[src/rtl/xg_tx_pkt_arbiter_if.sv]
// Avalon-ST bundle between the DMA TX sources and the 10G MAC TX port.
// master = arbiter view, slave = sources plus MAC view.
interface xg_tx_pkt_arbiter_if #(
    parameter int NUM_REQ = 4,
    parameter int DATA_W  = 64,
    parameter int EMPTY_W = 3
);
    logic [NUM_REQ-1:0]         req_valid;
    logic [NUM_REQ-1:0]         req_sop;
    logic [NUM_REQ-1:0]         req_eop;
    logic [NUM_REQ*DATA_W-1:0]  req_data;
    logic [NUM_REQ*EMPTY_W-1:0] req_empty;
    logic [NUM_REQ-1:0]         req_error;
    logic [NUM_REQ-1:0]         req_ready;

    logic                       avalon_st_tx_valid;
    logic                       avalon_st_tx_startofpacket;
    logic                       avalon_st_tx_endofpacket;
    logic [DATA_W-1:0]          avalon_st_tx_data;
    logic [EMPTY_W-1:0]         avalon_st_tx_empty;
    logic                       avalon_st_tx_error;
    logic                       avalon_st_tx_ready;

    modport master (
        input  req_valid, req_sop, req_eop, req_data, req_empty, req_error,
        output req_ready,
        output avalon_st_tx_valid, avalon_st_tx_startofpacket, avalon_st_tx_endofpacket,
        output avalon_st_tx_data, avalon_st_tx_empty, avalon_st_tx_error,
        input  avalon_st_tx_ready
    );

    modport slave (
        output req_valid, req_sop, req_eop, req_data, req_empty, req_error,
        input  req_ready,
        input  avalon_st_tx_valid, avalon_st_tx_startofpacket, avalon_st_tx_endofpacket,
        input  avalon_st_tx_data, avalon_st_tx_empty, avalon_st_tx_error,
        output avalon_st_tx_ready
    );
endinterface

[src/rtl/xg_tx_pkt_arbiter.sv]
// Packet-granular round-robin arbiter feeding the 10G MAC Avalon-ST TX port.
// Define XG_TX_ARB_STATS_EN to build the per-source packet counters on pkt_cnt.
module xg_tx_pkt_arbiter #(
    parameter  int NUM_REQ = 4,
    parameter  int DATA_W  = 64,
    parameter  int EMPTY_W = 3,
    parameter  int CNT_W   = 16,
    localparam int PTR_W   = $clog2(NUM_REQ)
) (
    input  logic                     tx_156_25_clk,
    input  logic                     tx_rst,
    xg_tx_pkt_arbiter_if.master      bus,
    input  logic [NUM_REQ-1:0]       req_enable,
    output logic [PTR_W-1:0]         grant_idx,
    output logic                     busy,
    output logic                     proto_err,
    output logic [NUM_REQ*CNT_W-1:0] pkt_cnt
);
    typedef enum logic {IDLE = 1'b0, XFER = 1'b1} state_t;

    state_t             state_reg;
    logic [PTR_W-1:0]   last_ptr_reg;
    logic [PTR_W-1:0]   grant_idx_reg;
    logic               busy_reg;
    logic               proto_err_reg;
    logic               first_beat_reg;

    logic [DATA_W-1:0]  src_data  [NUM_REQ];
    logic [EMPTY_W-1:0] src_empty [NUM_REQ];

    genvar gi;
    generate
        for (gi = 0; gi < NUM_REQ; gi++) begin : g_slice
            assign src_data[gi]  = bus.req_data[gi*DATA_W +: DATA_W];
            assign src_empty[gi] = bus.req_empty[gi*EMPTY_W +: EMPTY_W];
        end
    endgenerate

    // Only a SOP beat from an enabled source may open a new packet.
    logic [NUM_REQ-1:0] cand;
    assign cand = bus.req_valid & bus.req_sop & req_enable;

    logic             win_found;
    logic [PTR_W-1:0] win_idx;
    logic [PTR_W-1:0] scan_p;
    int               scan_idx;

    always_comb begin
        win_found = 1'b0;
        win_idx   = '0;
        scan_idx  = 0;
        scan_p    = '0;
        for (int k = 1; k <= NUM_REQ; k++) begin
            scan_idx = (int'(last_ptr_reg) + k) % NUM_REQ;
            scan_p   = PTR_W'(scan_idx);
            if (!win_found && cand[scan_p]) begin
                win_found = 1'b1;
                win_idx   = scan_p;
            end
        end
    end

    logic               g_valid, g_sop, g_eop, g_error;
    logic [DATA_W-1:0]  g_data;
    logic [EMPTY_W-1:0] g_empty;
    logic               beat_acc;

    assign g_valid  = bus.req_valid[grant_idx_reg];
    assign g_sop    = bus.req_sop[grant_idx_reg];
    assign g_eop    = bus.req_eop[grant_idx_reg];
    assign g_error  = bus.req_error[grant_idx_reg];
    assign g_data   = src_data[grant_idx_reg];
    assign g_empty  = src_empty[grant_idx_reg];
    assign beat_acc = (state_reg == XFER) && g_valid && bus.avalon_st_tx_ready;

    // Zero-latency pass-through; reset also masks the orphan-drain ready.
    always_comb begin
        bus.avalon_st_tx_valid         = 1'b0;
        bus.avalon_st_tx_startofpacket = 1'b0;
        bus.avalon_st_tx_endofpacket   = 1'b0;
        bus.avalon_st_tx_data          = '0;
        bus.avalon_st_tx_empty         = '0;
        bus.avalon_st_tx_error         = 1'b0;
        bus.req_ready                  = '0;
        if (!tx_rst) begin
            if (state_reg == XFER) begin
                bus.avalon_st_tx_valid         = g_valid;
                bus.avalon_st_tx_startofpacket = g_sop;
                bus.avalon_st_tx_endofpacket   = g_eop;
                bus.avalon_st_tx_data          = g_data;
                bus.avalon_st_tx_empty         = g_empty;
                bus.avalon_st_tx_error         = g_error;
                bus.req_ready[grant_idx_reg]   = bus.avalon_st_tx_ready;
            end else begin
                bus.req_ready = bus.req_valid & ~bus.req_sop & req_enable;
            end
        end
    end

    always_ff @(posedge tx_156_25_clk or posedge tx_rst) begin
        if (tx_rst) begin
            state_reg      <= IDLE;
            last_ptr_reg   <= PTR_W'(NUM_REQ - 1);
            grant_idx_reg  <= '0;
            busy_reg       <= 1'b0;
            proto_err_reg  <= 1'b0;
            first_beat_reg <= 1'b0;
        end else begin
            case (state_reg)
                IDLE: begin
                    if (win_found) begin
                        state_reg      <= XFER;
                        busy_reg       <= 1'b1;
                        grant_idx_reg  <= win_idx;
                        last_ptr_reg   <= win_idx;
                        first_beat_reg <= 1'b1;
                    end
                end
                XFER: begin
                    if (beat_acc) begin
                        first_beat_reg <= 1'b0;
                        // A SOP after the opening beat is forwarded but flagged.
                        if (g_sop && !first_beat_reg) begin
                            proto_err_reg <= 1'b1;
                        end
                        if (g_eop) begin
                            state_reg <= IDLE;
                            busy_reg  <= 1'b0;
                        end
                    end
                end
            endcase
        end
    end

    assign grant_idx = grant_idx_reg;
    assign busy      = busy_reg;
    assign proto_err = proto_err_reg;

`ifdef XG_TX_ARB_STATS_EN
    generate
        for (gi = 0; gi < NUM_REQ; gi++) begin : g_cnt
            logic [CNT_W-1:0] cnt_reg;
            always_ff @(posedge tx_156_25_clk or posedge tx_rst) begin
                if (tx_rst) begin
                    cnt_reg <= '0;
                end else if (beat_acc && g_eop && (grant_idx_reg == PTR_W'(gi))) begin
                    cnt_reg <= cnt_reg + CNT_W'(1);
                end
            end
            assign pkt_cnt[gi*CNT_W +: CNT_W] = cnt_reg;
        end
    endgenerate
`else
    assign pkt_cnt = '0;
`endif

endmodule
[src/flat_wrapper.sv]
// flat-port wrapper written by rule: the top's interface ports become plain ports
module xg_tx_pkt_arbiter_flat 
#(
    parameter  int NUM_REQ = 4,
    parameter  int DATA_W  = 64,
    parameter  int EMPTY_W = 3,
    parameter  int CNT_W   = 16,
    localparam int PTR_W   = $clog2(NUM_REQ)
)
  (tx_156_25_clk, tx_rst, req_enable, grant_idx, busy, proto_err, pkt_cnt, bus_req_valid, bus_req_sop, bus_req_eop, bus_req_data, bus_req_empty, bus_req_error, bus_req_ready, bus_avalon_st_tx_valid, bus_avalon_st_tx_startofpacket, bus_avalon_st_tx_endofpacket, bus_avalon_st_tx_data, bus_avalon_st_tx_empty, bus_avalon_st_tx_error, bus_avalon_st_tx_ready);
  xg_tx_pkt_arbiter_if #(.NUM_REQ(NUM_REQ), .DATA_W(DATA_W), .EMPTY_W(EMPTY_W)) bus_i ();
  input  logic tx_156_25_clk;
  input  logic tx_rst;
  input  logic [NUM_REQ-1:0] req_enable;
  output logic [PTR_W-1:0] grant_idx;
  output logic busy;
  output logic proto_err;
  output logic [NUM_REQ*CNT_W-1:0] pkt_cnt;
  input wire logic [$bits(bus_i.req_valid)-1:0] bus_req_valid;
  input wire logic [$bits(bus_i.req_sop)-1:0] bus_req_sop;
  input wire logic [$bits(bus_i.req_eop)-1:0] bus_req_eop;
  input wire logic [$bits(bus_i.req_data)-1:0] bus_req_data;
  input wire logic [$bits(bus_i.req_empty)-1:0] bus_req_empty;
  input wire logic [$bits(bus_i.req_error)-1:0] bus_req_error;
  output wire logic [$bits(bus_i.req_ready)-1:0] bus_req_ready;
  output wire logic [$bits(bus_i.avalon_st_tx_valid)-1:0] bus_avalon_st_tx_valid;
  output wire logic [$bits(bus_i.avalon_st_tx_startofpacket)-1:0] bus_avalon_st_tx_startofpacket;
  output wire logic [$bits(bus_i.avalon_st_tx_endofpacket)-1:0] bus_avalon_st_tx_endofpacket;
  output wire logic [$bits(bus_i.avalon_st_tx_data)-1:0] bus_avalon_st_tx_data;
  output wire logic [$bits(bus_i.avalon_st_tx_empty)-1:0] bus_avalon_st_tx_empty;
  output wire logic [$bits(bus_i.avalon_st_tx_error)-1:0] bus_avalon_st_tx_error;
  input wire logic [$bits(bus_i.avalon_st_tx_ready)-1:0] bus_avalon_st_tx_ready;
  assign bus_i.req_valid = bus_req_valid;
  assign bus_i.req_sop = bus_req_sop;
  assign bus_i.req_eop = bus_req_eop;
  assign bus_i.req_data = bus_req_data;
  assign bus_i.req_empty = bus_req_empty;
  assign bus_i.req_error = bus_req_error;
  assign bus_req_ready = bus_i.req_ready;
  assign bus_avalon_st_tx_valid = bus_i.avalon_st_tx_valid;
  assign bus_avalon_st_tx_startofpacket = bus_i.avalon_st_tx_startofpacket;
  assign bus_avalon_st_tx_endofpacket = bus_i.avalon_st_tx_endofpacket;
  assign bus_avalon_st_tx_data = bus_i.avalon_st_tx_data;
  assign bus_avalon_st_tx_empty = bus_i.avalon_st_tx_empty;
  assign bus_avalon_st_tx_error = bus_i.avalon_st_tx_error;
  assign bus_i.avalon_st_tx_ready = bus_avalon_st_tx_ready;
  xg_tx_pkt_arbiter #(.NUM_REQ(NUM_REQ), .DATA_W(DATA_W), .EMPTY_W(EMPTY_W), .CNT_W(CNT_W)) u_core (.tx_156_25_clk(tx_156_25_clk), .tx_rst(tx_rst), .bus(bus_i), .req_enable(req_enable), .grant_idx(grant_idx), .busy(busy), .proto_err(proto_err), .pkt_cnt(pkt_cnt));
endmodule
[config.mk]
export PLATFORM = sky130hd
export DESIGN_NAME = xg_tx_pkt_arbiter_flat
export DESIGN_NICKNAME = d
export VERILOG_FILES = /design/src/rtl/xg_tx_pkt_arbiter_if.sv /design/src/rtl/xg_tx_pkt_arbiter.sv /design/src/flat_wrapper.sv
export SDC_FILE = /design/constraint.sdc
export NUM_CORES = 1
export LEC_CHECK = 0
export BUFFER_PORTS_ARGS = -buffer_cell sky130_fd_sc_hd__buf_2
export CAP_MARGIN = 25
export CORE_AREA = 5 5 166 168
export CTS_CLUSTER_DIAMETER = 150
export DETAILED_ROUTE_END_ITERATION = 10
export DIE_AREA = 0 0 171 173
export HOLD_SLACK_MARGIN = 0.1
export SLEW_MARGIN = 5
export SYNTH_ARGS = -nofsm -noshare
export SYNTH_HDL_FRONTEND = slang
export SYNTH_SLANG_ARGS = --single-unit
export TNS_END_PERCENT = 20
[constraint.sdc]
create_clock -name tx_156_25_clk -period 1.6 [get_ports tx_156_25_clk]
set_input_delay 0.32 -clock tx_156_25_clk [delete_from_list [all_inputs] [get_ports tx_156_25_clk]]
set_output_delay 0.32 -clock tx_156_25_clk [all_outputs]
set_load 0.03 [all_outputs]
==> flow_summary.json <==
{
  "outcome": "finished with violations",
  "violations": "negative setup slack",
  "max_freq_ghz": 0.458,
  "cp-endpoint": "bus_avalon_st_tx_data[46]",
  "grt_usage_pct": 10.6,
  "r2r-start": "u_core.grant_idx[0]$_DFFE_PP0P_",
  "worstMarginPinSlew_ns": 0.521,
  "drc_errors": 0,
  "max_slew_margin_pct": 65.1,
  "sw_frac_of_total_pct": 45.0,
  "ys_types": 29,
  "core_sq_mm": 0.0258,
  "cts_sinks": 8,
  "critical_path_class": "reg -> out",
  "p_sw_uw": 4360,
  "final_cells": 1002,
  "critical-path-slowest-cell": "mux4_2",
  "vias_per_cell": 4.03,
  "crit_start": "u_core.grant_idx[0]$_DFFE_PP0P_",
  "ys.flop_type": "dfrtp_1",
  "ys_ff_latch": 8,
  "drt_first_pass_iters": 4,
  "final_hold_viol_count": 0,
  "drt_iter0_drc": 141,
  "ir_drop_v": 0.000787,
  "grt_pass1_wl_mm": 25.2,
  "antenna-diode-count": 0,
  "grt_pass1_vias": 4283,
  "cpPeakStageDelay_ns": 0.50,
  "ys_async_sr_fraction_pct": 100,
  "skew_ns": 0.00215,
  "antenna_left": 0,
  "synth_edf_count": 0,
  "cp-end-kind": "output pin",
  "cp_top_family": "multiplexers",
  "reg2reg_depth": 5,
  "netlist_instances": 295,
  "finalPower_uw": 9710,
  "internal_power_uw": 5340,
  "start_util_pct": 12.5,
  "wl_per_cell_um": 17.6,
  "leakage_uw": 0.00305,
  "maxSlewViolCount": 0,
  "cts_tree": "built",
  "min_period_ns": 2.18,
  "gp_congestion": 0.882,
  "wl_mm": 17.7,
  "via_count": 4042,
  "synth_top_cells_by_count": "and3_1 (74), mux4_2 (71), buf_4 (66)",
  "h-tree-depth": 1,
  "ioPinCount": 434,
  "powerDensity_mw_per_mm2": 1520,
  "post-route-period-util_pct": 136,
  "synth_warnings": 0,
  "crit_cells": 5,
  "whs_ns": 0.395,
  "cts_root_buf": "clkbuf_16",
  "cts.clk_slew.worst_paths_ns": 0.04,
  "combPwrFrac_pct": 90.8,
  "path_buf_inv": 3,
  "fin_nets": 959,
  "tns_ns": -39.85,
  "die_w_um": 171,
  "clkLatencyLatePin_ns": 0.23,
  "synth_top_area_share_pct": 49.6,
  "seq_power_share_pct": 4.8,
  "overflow": 0,
  "portBuffers": 369,
  "numCtsBuffers": 3,
  "holdBufCountCts": 0,
  "setup_viol": 78,
  "worstHoldPathType": "in -> async",
  "yosysSeqAreaShare_pct": 6.28,
  "cts_buffer_depth": 2,
  "setup_slack_ns": -0.583,
  "dp.cells": 995,
  "syn_to_final_growth_pct": 98.1,
  "r2r-end": "u_core.state_reg$_DFF_PP0_",
  "fp.dieH_um": 173,
  "r2r_setup_slack_ns": -0.07,
  "die-area_sq_mm": 0.0296,
  "path_cells": "buf_12, buf_8, mux4_2, and3_4, buf_2",
  "grt_max_degree": 42,
  "yosysMostFrequentCell": "and3_1",
  "ys_top_cells_by_area": "mux4_2 (50%), buf_4 (15%), and3_1 (14%)",
  "cap_violations": 0,
  "cp.arrival_ns": 1.86,
  "antenna_found_initial": 0,
  "num_rows": 59,
  "layout-drive-gt1-share_pct": 83.5,
  "cp_data_required_time_ns": 1.28,
  "critPathMaxFanout": 8,
  "rsz0062_at_grt": "yes",
  "post-dp-hpwl_mm": 14.9,
  "clockPowerShare_pct": 4.4,
  "synth_area_leader_cell": "mux4_2",
  "syn_avg_cell_area_sq_um": 10.9,
  "syn_area_sq_mm": 0.00323,
  "cp-start-kind": "flip-flop",
  "fillers": 2746,
  "fin_util_pct": 24.8
}
[metal layers]
layer,vias up,share of wire (%),global-route usage (%)
met2,253,51,19.2
met4,0,1.2,1.22
met5,-,0,0
li1,1801,-,-
met1,1972,39,13.7
met3,16,8.9,1.37
[power by group through the flow]
stage	Combinational (uW)	Clock (uW)	Sequential, uW
3_5_place_dp	7330	0	463
4_1_cts	8790	432	470
3_3_place_gp	7260	0	460
6_report	8810	425	468
2_1_floorplan	5530	0	468
5_1_grt	9310	452	487
[cells by family after synthesis]
group | Yosys count | synth area share (%)
flip-flops | 8 | 6.28
other | 1 | 0.116
multiplexers | 71 | 49.6
buffers and inverters | 101 | 22.5
AND/OR/NAND/NOR | 95 | 17.3
AO/OA/AOI/OAI | 19 | 4.19
[layout by cell type (no fill, tap or decap), types with 3 or more instances in the layout]
master       n
inv_1        3
conb_1      64
buf_4       12
nand3_1      6
buf_12       8
buf_2      295
clkbuf_16    3
o221ai_1     3
o21a_1       3
buf_8        6
buf_6       79
nand2_1      3
mux4_2      71
nor2_1       6
and3_1       3
and3_4      71
dfrtp_1      3
[final cells by class]
| class | instances | area (sq um) | share of cell area [%] |
|---|---|---|---|
| Multi-Input combinational cell | 249 | 2910 | 45.5 |
| Sequential cell | 8 | 211 | 3.31 |
| Tap cell | 335 | 419 | 6.56 |
| Timing Repair Buffer | 402 | 2760 | 43.2 |
| Inverter | 4 | 15.0 | 0.235 |
| Clock buffer | 4 | 78.8 | 1.23 |
[worst reg2reg max path, stage by stage (launching register included)]
cell     delay, ns
dfrtp_4       0.45
buf_16        0.24
mux4_2        0.59
buf_6         0.14
nand2_2       0.07
o21a_1        0.11
[per-stage QoR]
step	cell area, sq um	setup slack, ns
final	6390	-0.583
after global routing	6390	-0.647
after CTS	6340	-0.631
after detailed placement	5580	-0.416
after global placement	5580	-0.394
after floorplan	3680	-0.294
[repair_timing]
| action | 4_1_cts | 5_1_grt |
|---|---|---|
| endpoints found under the setup margin | 80 | 80 |
| pin swaps | 4 | 0 |
| setup buffers | 2 | 0 |
| gates cloned | 2 | 0 |
| gates resized for setup | 180 | 23 |
[worst min-delay path by stage]
stage / endpoint / from
2_1_floorplan: u_core.proto_err$_DFFE_PP0P_ / u_core.first_beat_reg$_DFFE_PP0P_
3_3_place_gp: u_core.proto_err$_DFFE_PP0P_ / u_core.first_beat_reg$_DFFE_PP0P_
3_5_place_dp: u_core.proto_err$_DFFE_PP0P_ / u_core.first_beat_reg$_DFFE_PP0P_
4_1_cts: u_core.grant_idx[1]$_DFFE_PP0P_ / tx_rst
5_1_grt: u_core.proto_err$_DFFE_PP0P_ / tx_rst
6_report: u_core.grant_idx[1]$_DFFE_PP0P_ / tx_rst
(Power assumes the default switching activity.)
